===== src/rtl/proc_pkg.sv =====
// Shared processor package: state encodings and default bus widths.
// Latency: n/a (types and constants only).
// Backpressure: n/a.
package proc_pkg;

  localparam int AW_DEF = 18;
  localparam int DW_DEF = 18;

  typedef enum logic [2:0] {
    ST_IDLE   = 3'd0,
    ST_ACCESS = 3'd1,
    ST_LATCH  = 3'd2,
    ST_XFER   = 3'd3,
    ST_DONE   = 3'd4,
    ST_ERR    = 3'd5
  } mc_state_t;

endpackage


===== src/rtl/wait_timer.sv =====
// Saturating wait counter; expired is high while the count equals TIMEOUT.
// Latency: count updates on the clock edge; expired is decoded from the count register.
// Backpressure: none; clr has priority over en, and the count holds at TIMEOUT.
// Ports: clk, rst (async active-low), clr (zero the count), en (count one cycle), expired.
module wait_timer #(
  parameter int TIMEOUT = 15
) (
  input  logic clk,
  input  logic rst,
  input  logic clr,
  input  logic en,
  output logic expired
);

  // Wide enough to hold TIMEOUT itself; guard the TIMEOUT=0 corner.
  localparam int TW = (TIMEOUT < 1) ? 1 : $clog2(TIMEOUT + 1);
  localparam logic [TW-1:0] TMAX = TW'(TIMEOUT);

  logic [TW-1:0] count;

  always_ff @(posedge clk or negedge rst) begin
    if (!rst) begin
      count <= '0;
    end else if (clr) begin
      count <= '0;
    end else if (en && (count != TMAX)) begin
      count <= count + TW'(1);
    end
  end

  assign expired = (count == TMAX);

endmodule


===== src/rtl/mem_ctrl.sv =====
// Memory access controller between the control unit / MDR and a handshaked memory.
// Latency: read (zero-wait) req@0 -> ACCESS 1, LATCH 2, XFER 3, DONE 4; write ACCESS 1, DONE 2.
// Backpressure: req is only sampled in IDLE (busy=0); requests while busy are dropped.
// Ports: req/we/addr/wdata from the control unit; busy/done/err status; wr_MDR_Mem and
//        re_MDR MDR strobes; mem_addr/mem_wdata/mem_en/mem_we/mem_ack memory side.
module mem_ctrl
  import proc_pkg::*;
#(
  parameter int AW      = AW_DEF,
  parameter int DW      = DW_DEF,
  parameter int TIMEOUT = 15
) (
  input  logic          clk,
  input  logic          rst,
  input  logic          req,
  input  logic          we,
  input  logic [AW-1:0] addr,
  input  logic [DW-1:0] wdata,
  output logic          busy,
  output logic          done,
  output logic          err,
  output logic          wr_MDR_Mem,
  output logic          re_MDR,
  output logic [AW-1:0] mem_addr,
  output logic [DW-1:0] mem_wdata,
  output logic          mem_en,
  output logic          mem_we,
  input  logic          mem_ack
);

  mc_state_t state;
  mc_state_t state_nxt;
  logic      we_q;
  logic      accept;
  logic      timer_en;
  logic      expired;

  assign accept   = (state == ST_IDLE) && req;
  // Count only the ACCESS cycles that end without an ack.
  assign timer_en = (state == ST_ACCESS) && !mem_ack;

  wait_timer #(
    .TIMEOUT (TIMEOUT)
  ) u_wait_timer (
    .clk     (clk),
    .rst     (rst),
    .clr     (accept),
    .en      (timer_en),
    .expired (expired)
  );

  // State register
  always_ff @(posedge clk or negedge rst) begin
    if (!rst) begin
      state <= ST_IDLE;
    end else begin
      state <= state_nxt;
    end
  end

  // Next-state logic; ack is checked before expiry so a last-cycle ack completes.
  always_comb begin
    state_nxt = state;
    unique case (state)
      ST_IDLE:   if (req) state_nxt = ST_ACCESS;
      ST_ACCESS: begin
        if (mem_ack)      state_nxt = we_q ? ST_DONE : ST_LATCH;
        else if (expired) state_nxt = ST_ERR;
      end
      ST_LATCH:  state_nxt = ST_XFER;
      ST_XFER:   state_nxt = ST_DONE;
      ST_DONE:   state_nxt = ST_IDLE;
      ST_ERR:    state_nxt = ST_IDLE;
      default:   state_nxt = ST_IDLE;
    endcase
  end

  // Outputs decoded from the state register only (plus the latched access type).
  always_comb begin
    busy       = (state != ST_IDLE);
    mem_en     = (state == ST_ACCESS);
    mem_we     = (state == ST_ACCESS) && we_q;
    wr_MDR_Mem = (state == ST_LATCH);
    re_MDR     = (state == ST_XFER);
    done       = (state == ST_DONE);
    err        = (state == ST_ERR);
  end

  // Access parameters are captured once at acceptance and held for the whole access.
  always_ff @(posedge clk or negedge rst) begin
    if (!rst) begin
      we_q      <= 1'b0;
      mem_addr  <= '0;
      mem_wdata <= '0;
    end else if (accept) begin
      we_q      <= we;
      mem_addr  <= addr;
      mem_wdata <= wdata;
    end
  end

endmodule


===== config.mk =====
export PLATFORM = sky130hd
export DESIGN_NAME = mem_ctrl
export DESIGN_NICKNAME = d
export VERILOG_FILES = /design/src/rtl/proc_pkg.sv /design/src/rtl/wait_timer.sv /design/src/rtl/mem_ctrl.sv
export SDC_FILE = /design/constraint.sdc
export NUM_CORES = 1
export LEC_CHECK = 0
export BUFFER_PORTS_ARGS = -buffer_cell sky130_fd_sc_hd__buf_2
export CAP_MARGIN = 10
export CORE_MARGIN = 2
export CORE_UTILIZATION = 46
export CTS_CLUSTER_SIZE = 8
export DETAILED_ROUTE_END_ITERATION = 16
export PLACE_DENSITY = 0.79
export SYNTH_ARGS = -nofsm -noshare
export SYNTH_HDL_FRONTEND = slang
export SYNTH_SLANG_ARGS = --single-unit

===== constraint.sdc =====
create_clock -name clk -period 1.9 [get_ports clk]
set_input_delay 0.095 -clock clk [delete_from_list [all_inputs] [get_ports clk]]
set_output_delay 0.095 -clock clk [all_outputs]
set_load 0.005 [all_outputs]

==> flow_metrics.tcl, run 1 <==
set metrics [dict create \
    worst_pin_slew_ns 0.535 \
    relSlewSlack_pct 64.3 \
    cts_tree "yes" \
    ys_seq_area_share_pct 61.1 \
    h-tree-depth 2 \
    final_nets 254 \
    async_flop_share_pct 100 \
    initial_core_util_pct 48.5 \
    die_x_um 66.6 \
    synth_top_area_share_pct 61.1 \
    yosys_register_bits 44 \
    num_vias 1281 \
    synth_nets 167 \
    dpl.hpwl_mm 2.74 \
    gr-total-overflow 0 \
    synth_top_family_by_area "multiplexers" \
    netlist_area_um2 1800 \
    cts_root_buf "clkbuf_8" \
    numPortBuffers 83 \
    clk_pin_slew_ns 0.08 \
    fmax_mhz 598 \
    leakagePower_nw 1.18 \
    whs_ns 0.0134 \
    intPower_mw 2.40 \
    pwr-share-comb_pct 38.4 \
    ys.flop_type "dfrtp_1" \
    fin_skew_ns 0.00525 \
    power.density_nw_per_um2 1500 \
    slew_viol_final 0 \
    die_y_um 66.6 \
    antenna_left 0 \
    worst_hold_path.endpoint "we_q" \
    cts_buffers 5 \
    hold_viol_final 0 \
    clk_latency_ns 0.28 \
    worstRegToRegCells 3 \
    ys_warn_count 0 \
    core_um2 3720 \
    switching_share_pct 32.0 \
    synthXorXnorAreaFrac_pct 0 \
    busiest_layer "met2" \
    status "completed" \
    synth_compound_area_share_pct 4.37 \
    synthAdderAreaFrac_pct 0.694 \
    finalCriticalPeriod_ns 1.67 \
    via_per_inst 4.93 \
    hold_start "we" \
    postSynthCellCount 125 \
    path_class "reg -> reg" \
    r2r_start "state[1]" \
    rsz0062_at_grt "no" \
    required_ns 2.12 \
    grt_use_met1_pct 20.4 \
    yosysMostFrequentCell "dfrtp_1" \
    setup_viol 0 \
    synth_simple_gate_area_share_pct 8.54 \
    syn-mean-instance-area_um2 14.4 \
    routabilityCongestion 0.720 \
    clkPwrFrac_pct 14.9 \
    seqPwrFrac_pct 46.6 \
    ys_top_cells_by_area "dfrtp_1 (61%), mux2_1 (22%), buf_2 (1.4%)" \
    timing.max_cap.violations 0 \
    num-fill-cells 301 \
    dpl_worst_slack_ns 0.238 \
    arrival_ns 1.89 \
    synth_edf_count 0 \
    wl_mm 3.54 \
    antennaDiodeCount 0 \
    syn2layout_area_growth_pct 30.7 \
    drive_above_1_share_pct 45.3 \
    setup_slack_ns 0.228 \
    grt_pass1_vias 1271 \
    wl_per_cell_um 13.6 \
    postLayoutCoreUtil_pct 63.4 \
    finalSetupTns_ns 0 \
    die_area_um2 4440 \
    rows 22 \
    min_path_cells 3 \
    antenna_found_initial 0 \
    grt_pass1_wl_mm 5.82 \
    drt_first_pass_iters 4 \
    synthMuxAreaShare_pct 22.5 \
    min-delay-path-class "in -> reg" \
    cts_resized 0 \
    drt-initial-drc-count 94 \
    yosysTopAreaCell "dfrtp_1" \
    rr_endpoint "u_wait_timer.count[0]" \
    path_max_fanout 10 \
    ys_top_cells_by_count "dfrtp_1 (44), mux2_1 (36), buf_2 (5)" \
    ios 84 \
    clock_path_buffers 2 \
    grt_util_met3_pct 5.07 \
    use_met2_pct 32.1 \
    synth_cell_type_count 27 \
    switchingPower_mw 1.13 \
    post-route-period-util_pct 88.0 \
    reg2reg_slack_ns 0.23 \
    grt_use_total_pct 17.9 \
    startpoint_type "register" \
    ir_drop_mv 0.642 \
    end_kind "register" \
    drc 0 \
    cts_sinks 44 \
    grt_max_degree 45 \
]
==> kinds of logic after synthesis <==
kind of cell               after synthesis
AOI/OAI and AO/OA                       12
adders and majority gates                1
buffers and inverters                    9
DFF                                     44
muxes                                   36
and+or+nand+nor                         23
==> per-stage QoR <==
step,area (µm²),std cells,total power [mW]
final,2360,260,3.53
after CTS,2360,260,3.59
after detailed placement,2270,252,3.06
after global placement,2270,252,2.99
after global routing,2360,260,3.83
after floorplan,1800,125,2.40
==> metal layers <==
metal / vias to the layer above / wire length [µm]
met5: - / 0
met3: 2 / 196
met1: 619 / 1480
li1: 619 / -
met4: 0 / 33
met2: 41 / 1830
==> registers in the layout, indices dropped and copies added (netlist names) <==
| signal | flops |
|---|---|
| u_wait_timer.count | 4 |
| mem_wdata | 18 |
| we_q | 1 |
| mem_addr | 18 |
| state | 3 |
==> timing repair <==
action	CTS	global route
hold endpoints to repair	44	0
setup buffers	0	0
hold buffers	1	0
==> cell usage in the layout (no fill, tap or decap) <==
| master | Yosys | final |
|---|---|---|
| nor3b_1 | 1 | 1 |
| o22a_1 | 1 | 1 |
| dlygate4sd3_1 | 0 | 1 |
| clkbuf_1 | 0 | 1 |
| clkbuf_8 | 0 | 5 |
| clkinv_2 | 0 | 1 |
| nor4b_1 | 1 | 1 |
| o211a_1 | 1 | 1 |
| a21oi_2 | 1 | 1 |
| nand2_1 | 2 | 2 |
| a31o_2 | 1 | 1 |
| a21oi_1 | 3 | 3 |
| o21ai_1 | 1 | 1 |
| o21ai_0 | 3 | 3 |
| buf_2 | 5 | 83 |
| and4b_1 | 1 | 1 |
| or3_1 | 3 | 3 |
| or4b_4 | 1 | 1 |
| nand3_1 | 3 | 3 |
| nor3_1 | 3 | 3 |
| nor4b_4 | 1 | 1 |
| mux2_1 | 36 | 36 |
| o31ai_1 | 1 | 1 |
| nor2_1 | 4 | 4 |
| dfrtp_1 | 44 | 44 |
| buf_4 | 1 | 2 |
| ha_1 | 1 | 1 |
| and3_1 | 2 | 2 |
| buf_12 | 0 | 1 |
| nand2b_1 | 1 | 1 |
| inv_1 | 2 | 2 |
==> worst max-delay path by stage <==
stage | cells after the start | slack [ns] | endpoint | start
2_1_floorplan | 4 | 0.31 | u_wait_timer.count[0] | state[1]
3_3_place_gp | 3 | 0.28 | u_wait_timer.count[0] | state[1]
3_5_place_dp | 3 | 0.24 | u_wait_timer.count[0] | state[1]
4_1_cts | 3 | 0.23 | u_wait_timer.count[0] | state[1]
5_1_grt | 3 | 0.15 | u_wait_timer.count[3] | state[1]
6_report | 3 | 0.23 | u_wait_timer.count[0] | state[1]
==> power groups by stage <==
stage | clock (mW) | sequential [mW] | combinational, mW
6_report | 0.528 | 1.65 | 1.36
5_1_grt | 0.600 | 1.72 | 1.52
4_1_cts | 0.549 | 1.65 | 1.40
3_5_place_dp | 0 | 1.67 | 1.39
3_3_place_gp | 0 | 1.64 | 1.35
2_1_floorplan | 0 | 1.64 | 0.760
==> worst max-delay path: stages, from the launching register on <==
cell and delay [ns]:
dfrtp_1 0.49, or4b_4 0.60, or3_1 0.38, a21oi_2 0.13
==> layout make-up <==
| class | instances | area [µm²] | share of cell area, % |
|---|---|---|---|
| Sequential cell | 44 | 1100 | 46.7 |
| Clock inverter | 1 | 5.00 | 0.212 |
| Tap cell | 48 | 60.1 | 2.55 |
| Multi-Input combinational cell | 72 | 651 | 27.6 |
| Inverter | 2 | 7.51 | 0.318 |
| Timing Repair Buffer | 87 | 460 | 19.5 |
| Clock buffer | 6 | 72.6 | 3.08 |
(Power assumes the default switching activity.)
==> run 2, diff against run 1 <==
- CORE_UTILIZATION: 46 -> 49
- PLACE_DENSITY: 0.79 -> 0.83
- TNS_END_PERCENT: not set -> 100
- clock period: 1.9 -> 2.1 ns (I/O delays scaled with it)
==> flow_metrics.tcl, run 2 (same netlist as run 1, synthesis figures left out) <==
set metrics [dict create \
    rows 22 \
    worst_path_largest_cell_delay_ns 0.49 \
    clk_latency_ns 0.28 \
    numPortBuffers 83 \
    clk_pin_slew_ns 0.08 \
    via_per_inst 4.88 \
    die_x_um 64.7 \
    dpl_worst_slack_ns 0.447 \
    cts_buffers 5 \
    path_class "reg -> reg" \
    routabilityCongestion 0.827 \
    mostFrequentLayoutCell "buf_2" \
    use_met2_pct 28.9 \
    ios 84 \
    post_cts_buffers 0 \
    cts_root_buf "clkbuf_8" \
    mostFrequentLayoutCells "buf_2 (83), dfrtp_1 (44), mux2_1 (36)" \
    fin_skew_ns 0.00304 \
    busiest_layer "met2" \
    finalCriticalPeriod_ns 1.66 \
    die_area_um2 4180 \
    syn2layout_area_growth_pct 32.1 \
    cts_tree "yes" \
    leakagePower_nw 1.19 \
    post-route-period-util_pct 79.1 \
    drc 0 \
    hold_viol_final 0 \
    die_y_um 64.7 \
    drt-initial-drc-count 71 \
    ir_drop_mv 0.769 \
    drt_first_pass_iters 4 \
    fmax_mhz 602 \
    setup_slack_ns 0.438 \
    min-delay-path-class "in -> reg" \
    antennaDiodeCount 0 \
    gr-total-overflow 0 \
    crit_chain "nor4b_4 > buf_4 > mux2_1" \
    wl_per_cell_um 13.0 \
    final_nets 254 \
    clock_path_buffers 2 \
    num-fill-cells 305 \
    grt_util_met3_pct 7.64 \
    antenna_found_initial 0 \
    status "completed" \
    fin_cells 261 \
    critPathTopFamily "flip-flops" \
    grt_max_degree 45 \
    rsz0062_at_grt "no" \
    drive_above_1_share_pct 45.1 \
    grt_pass1_vias 1270 \
    setup_viol 0 \
    power.density_nw_per_um2 1360 \
    arrival_ns 1.82 \
    wl_mm 3.39 \
    worst_pin_slew_ns 0.465 \
    top_regs "mem_addr x18, mem_wdata x18, u_wait_timer.count x4" \
    finalSetupTns_ns 0 \
    startpoint_type "register" \
    dpl.hpwl_mm 2.59 \
    antenna_left 0 \
    grt_pass1_wl_mm 5.67 \
    place_area_um2 2280 \
    h-tree-depth 2 \
    required_ns 2.26 \
    slowest_stage "dfrtp_1" \
    timing.max_cap.violations 0 \
    num_vias 1273 \
    cts_sinks 44 \
    crit_buf_inv 1 \
    initial_core_util_pct 50.0 \
    grt_use_met1_pct 21.7 \
    grt_use_total_pct 17.7 \
    finalInstanceArea_um2 2380 \
    power_mw 3.24 \
    path_max_fanout 13 \
    place_inst 252 \
    relSlewSlack_pct 68.5 \
    end_kind "register" \
    core_um2 3610 \
    slew_viol_final 0 \
]
## run 2: changes by cell type in the layout (fill, tap and decap cells not counted), sizes merged
cell | before | now
clkinv | 1 | 0
clkbuf | 6 | 8
## run 2: path summary, 6_finish.rpt
check / from / endpoint / slack [ns] / depth (start not counted)
max: state[1] / mem_addr[16] / 0.44 / 3
max reg2reg: state[1] / mem_addr[16] / 0.44 / 3
max in group asynchronous: rst / mem_wdata[0] / 1.57 / 3
min in group asynchronous: rst / mem_wdata[13] / 0.32 / 3
min: we / we_q / 0.02 / 3
min reg2reg: mem_addr[0] / mem_addr[0] / 0.48 / 1
## run 2: timing repair
action	CTS	global route
hold buffers	1	0
hold endpoints to repair	44	0
resized for setup	0	0
## run 2: cell type report
class	instances	area, µm²	share of cell area [%]
clock buffer	8	90.1	3.78
timing repair buffer	87	473	19.9
tap	48	60.1	2.52
inverter	2	7.51	0.315
multi-input combinational	72	651	27.3
sequential	44	1100	46.2
## run 2: layer usage
layer  wire, µm  up-vias
li1           -      621
met5          0        -
met1       1460      600
met3        254        2
met2       1660       50
met4         25        0
## run 2: report_power, final
part           switching (mW)  internal, mW
registers               0.243          1.26
clock network           0.252         0.268
logic                   0.530         0.693
## run 2: worst register-to-register path: stages (launching register included)
cell and delay [ns]:
dfrtp_1 0.49, nor4b_4 0.42, buf_4 0.28, mux2_1 0.35
## run 2: stage by stage
step | hold WS [ns] | utilization, %
floorplan | -0.191 | -
detailed placement | 0.100 | 63.3
finish | 0.0246 | 66.1
global placement | 0.101 | 63.3
global route | 0.0203 | 66.1
CTS | 0.0191 | 66.1
==> run 3, diff against run 2 <==
- ABC_AREA: not set -> 1
- CORE_UTILIZATION: 49 -> 42
- PLACE_DENSITY: 0.83 -> 0.75
- clock period: 2.1 -> 1.4 ns (I/O delays scaled with it)
==> flow_metrics.tcl, run 3 <==
set metrics [dict create \
    grt_pass1_vias 1470 \
    gr-total-overflow 0 \
    postSynthCellCount 214 \
    wl_per_cell_um 10.5 \
    timing.max_cap.violations 0 \
    startpoint_type "register" \
    ir_drop_mv 0.879 \
    drc 0 \
    switching_share_pct 34.9 \
    min-delay-path-class "in -> reg" \
    cp.depth 4 \
    ys_warn_count 0 \
    antenna_found_initial 0 \
    clock_path_buffers 2 \
    ys_top_cells_by_count "nand2_1 (49), dfrtp_1 (44), inv_1 (44)" \
    post_cts_buffers 0 \
    power.density_nw_per_um2 2040 \
    pwr-share-comb_pct 36.3 \
    num_vias 1588 \
    setup_viol 0 \
    die_x_um 70.7 \
    fin_skew_ns 0.00607 \
    wl_mm 3.73 \
    antennaDiodeCount 0 \
    synth_cell_type_count 21 \
    postLayoutCoreUtil_pct 57.3 \
    core_um2 4320 \
    intPower_mw 3.29 \
    path_max_fanout 5 \
    relSlewSlack_pct 63.0 \
    mostFrequentLayoutCells "buf_2 (83), nand2_1 (49), inv_1 (44), dfrtp_1 (44), o21ai_0 (33)" \
    cts_root_buf "clkbuf_8" \
    seqPwrFrac_pct 43.2 \
    rows 24 \
    netlist_area_um2 1870 \
    ys_seq_area_share_pct 58.9 \
    min_path_cells 3 \
    worst_pin_slew_ns 0.555 \
    syn-mean-instance-area_um2 8.74 \
    mostFrequentLayoutCell "buf_2" \
    syn2layout_area_growth_pct 32.5 \
    final_nets 343 \
    crit_chain "inv_1 > nand2_1 > nor2_2 > buf_2" \
    switchingPower_mw 1.76 \
    routabilityCongestion 0.898 \
    synth_nets 256 \
    worst_path_largest_cell_delay_ns 0.42 \
    hold_viol_final 0 \
    ios 84 \
    via_per_inst 4.49 \
    slowest_stage "dfrtp_1" \
    numPortBuffers 83 \
    path_class "reg -> out" \
    leakagePower_nw 1.48 \
    yosysTopAreaCell "dfrtp_1" \
    synth_top_area_share_pct 58.9 \
    drt_first_pass_iters 4 \
    status "completed" \
    h-tree-depth 2 \
    clkPwrFrac_pct 20.6 \
    ys_top_cells_by_area "dfrtp_1 (59%), nand2_1 (9.8%), inv_1 (8.8%)" \
    yosysMostFrequentCell "nand2_1" \
    rsz0062_at_grt "no" \
    antenna_left 0 \
    top_regs "mem_addr x18, mem_wdata x18, u_wait_timer.count x4" \
    finalCriticalPeriod_ns 1.30 \
    drt-initial-drc-count 74 \
    synth_edf_count 0 \
    ys.flop_type "dfrtp_1" \
    post-route-period-util_pct 92.6 \
    worstRegToRegCells 6 \
    yosys_register_bits 44 \
    critPathTopFamily "flip-flops" \
    cts_buffers 5 \
    async_flop_share_pct 100 \
    clk_latency_ns 0.29 \
    end_kind "output pin" \
    cts_sinks 44 \
    cts_tree "yes" \
    required_ns 1.33 \
    die_y_um 70.7 \
    grt_pass1_wl_mm 6.20 \
    drive_above_1_share_pct 33.4 \
    arrival_ns 1.23 \
    die_area_um2 5000 \
    fmax_mhz 771 \
    clk_pin_slew_ns 0.08 \
    crit_buf_inv 2 \
    grt_use_total_pct 15.4 \
    dpl.hpwl_mm 2.71 \
    num-fill-cells 398 \
    finalSetupTns_ns 0 \
    initial_core_util_pct 43.3 \
    grt_max_degree 50 \
    slew_viol_final 0 \
]
-- run 3: power groups by stage --
stage / Combinational (mW) / Sequential [mW] / Clock, mW
global route: 2.10 / 2.25 / 1.11
detailed placement: 1.85 / 2.20 / 0
finish: 1.83 / 2.18 / 1.04
floorplan: 0.991 / 2.23 / 0
CTS: 1.85 / 2.19 / 1.07
global placement: 1.78 / 2.18 / 0
-- run 3: metrics by stage --
| step | power, mW | cell area [µm²] | hold slack (ns) | std cells | setup slack [ns] |
|---|---|---|---|---|---|
| 2_1_floorplan | 3.22 | 1870 | -0.226 | 214 | 0.300 |
| 3_3_place_gp | 3.96 | 2330 | 0.180 | 344 | 0.190 |
| 3_5_place_dp | 4.05 | 2330 | 0.189 | 344 | 0.108 |
| 4_1_cts | 5.11 | 2470 | 0.00351 | 354 | 0.0862 |
| 5_1_grt | 5.46 | 2480 | 0.0113 | 354 | 0.00759 |
| 6_report | 5.05 | 2480 | 0.00836 | 354 | 0.104 |
-- run 3: kinds of logic after synthesis --
logic type / Yosys count / synth area share [%]
adders and majority gates: 1 / 0.669
xor gates and xnor gates: 1 / 0.468
DFF: 44 / 58.9
AOI/OAI and AO/OA: 39 / 10.5
and+or+nand+nor: 76 / 17.9
buffers and inverters: 53 / 11.6
-- run 3: timing repair --
action,in CTS,in global routing
resized for setup,0,2
setup endpoints to repair,0,3
hold endpoints to repair,45,0
hold buffers,2,0
-- run 3: worst register-to-register path: cells and delay by family, from the launching register on --
family / cells / cell delay [ns]
DFF: 1 / 0.43
and+or+nand+nor: 4 / 0.46
buffers and inverters: 1 / 0.06
adders and majority gates: 1 / 0.24
-- run 3: final timing paths --
check / start / to / slack (ns)
setup reg to reg: u_wait_timer.count[0] / u_wait_timer.count[2] / 0.14
min in group asynchronous: rst / we_q / 0.39
max in group asynchronous: rst / mem_addr[4] / 0.64
hold / removal: wdata[10] / mem_wdata[10] / 0.008
setup / recovery: state[2] / mem_en / 0.10
hold reg to reg: mem_addr[8] / mem_addr[8] / 0.48
-- run 3: area by class of cell --
class	instances	area, µm²	share of cell area (%)
inverters	45	169	6.81
well taps	52	65.1	2.62
clock buffers	7	96.3	3.89
multi-input cells	117	556	22.4
flip-flops and latches	44	1100	44.4
repair buffers	88	462	18.6
clock inverters	1	30.0	1.21
-- run 3: metal layers --
metal	track usage [%]	part of all wire, %	up-vias
met1	19.7	46	699
met3	4.70	7.2	6
li1	-	-	828
met2	24.9	46	55
met5	0	0	-
met4	5.66	1.2	0
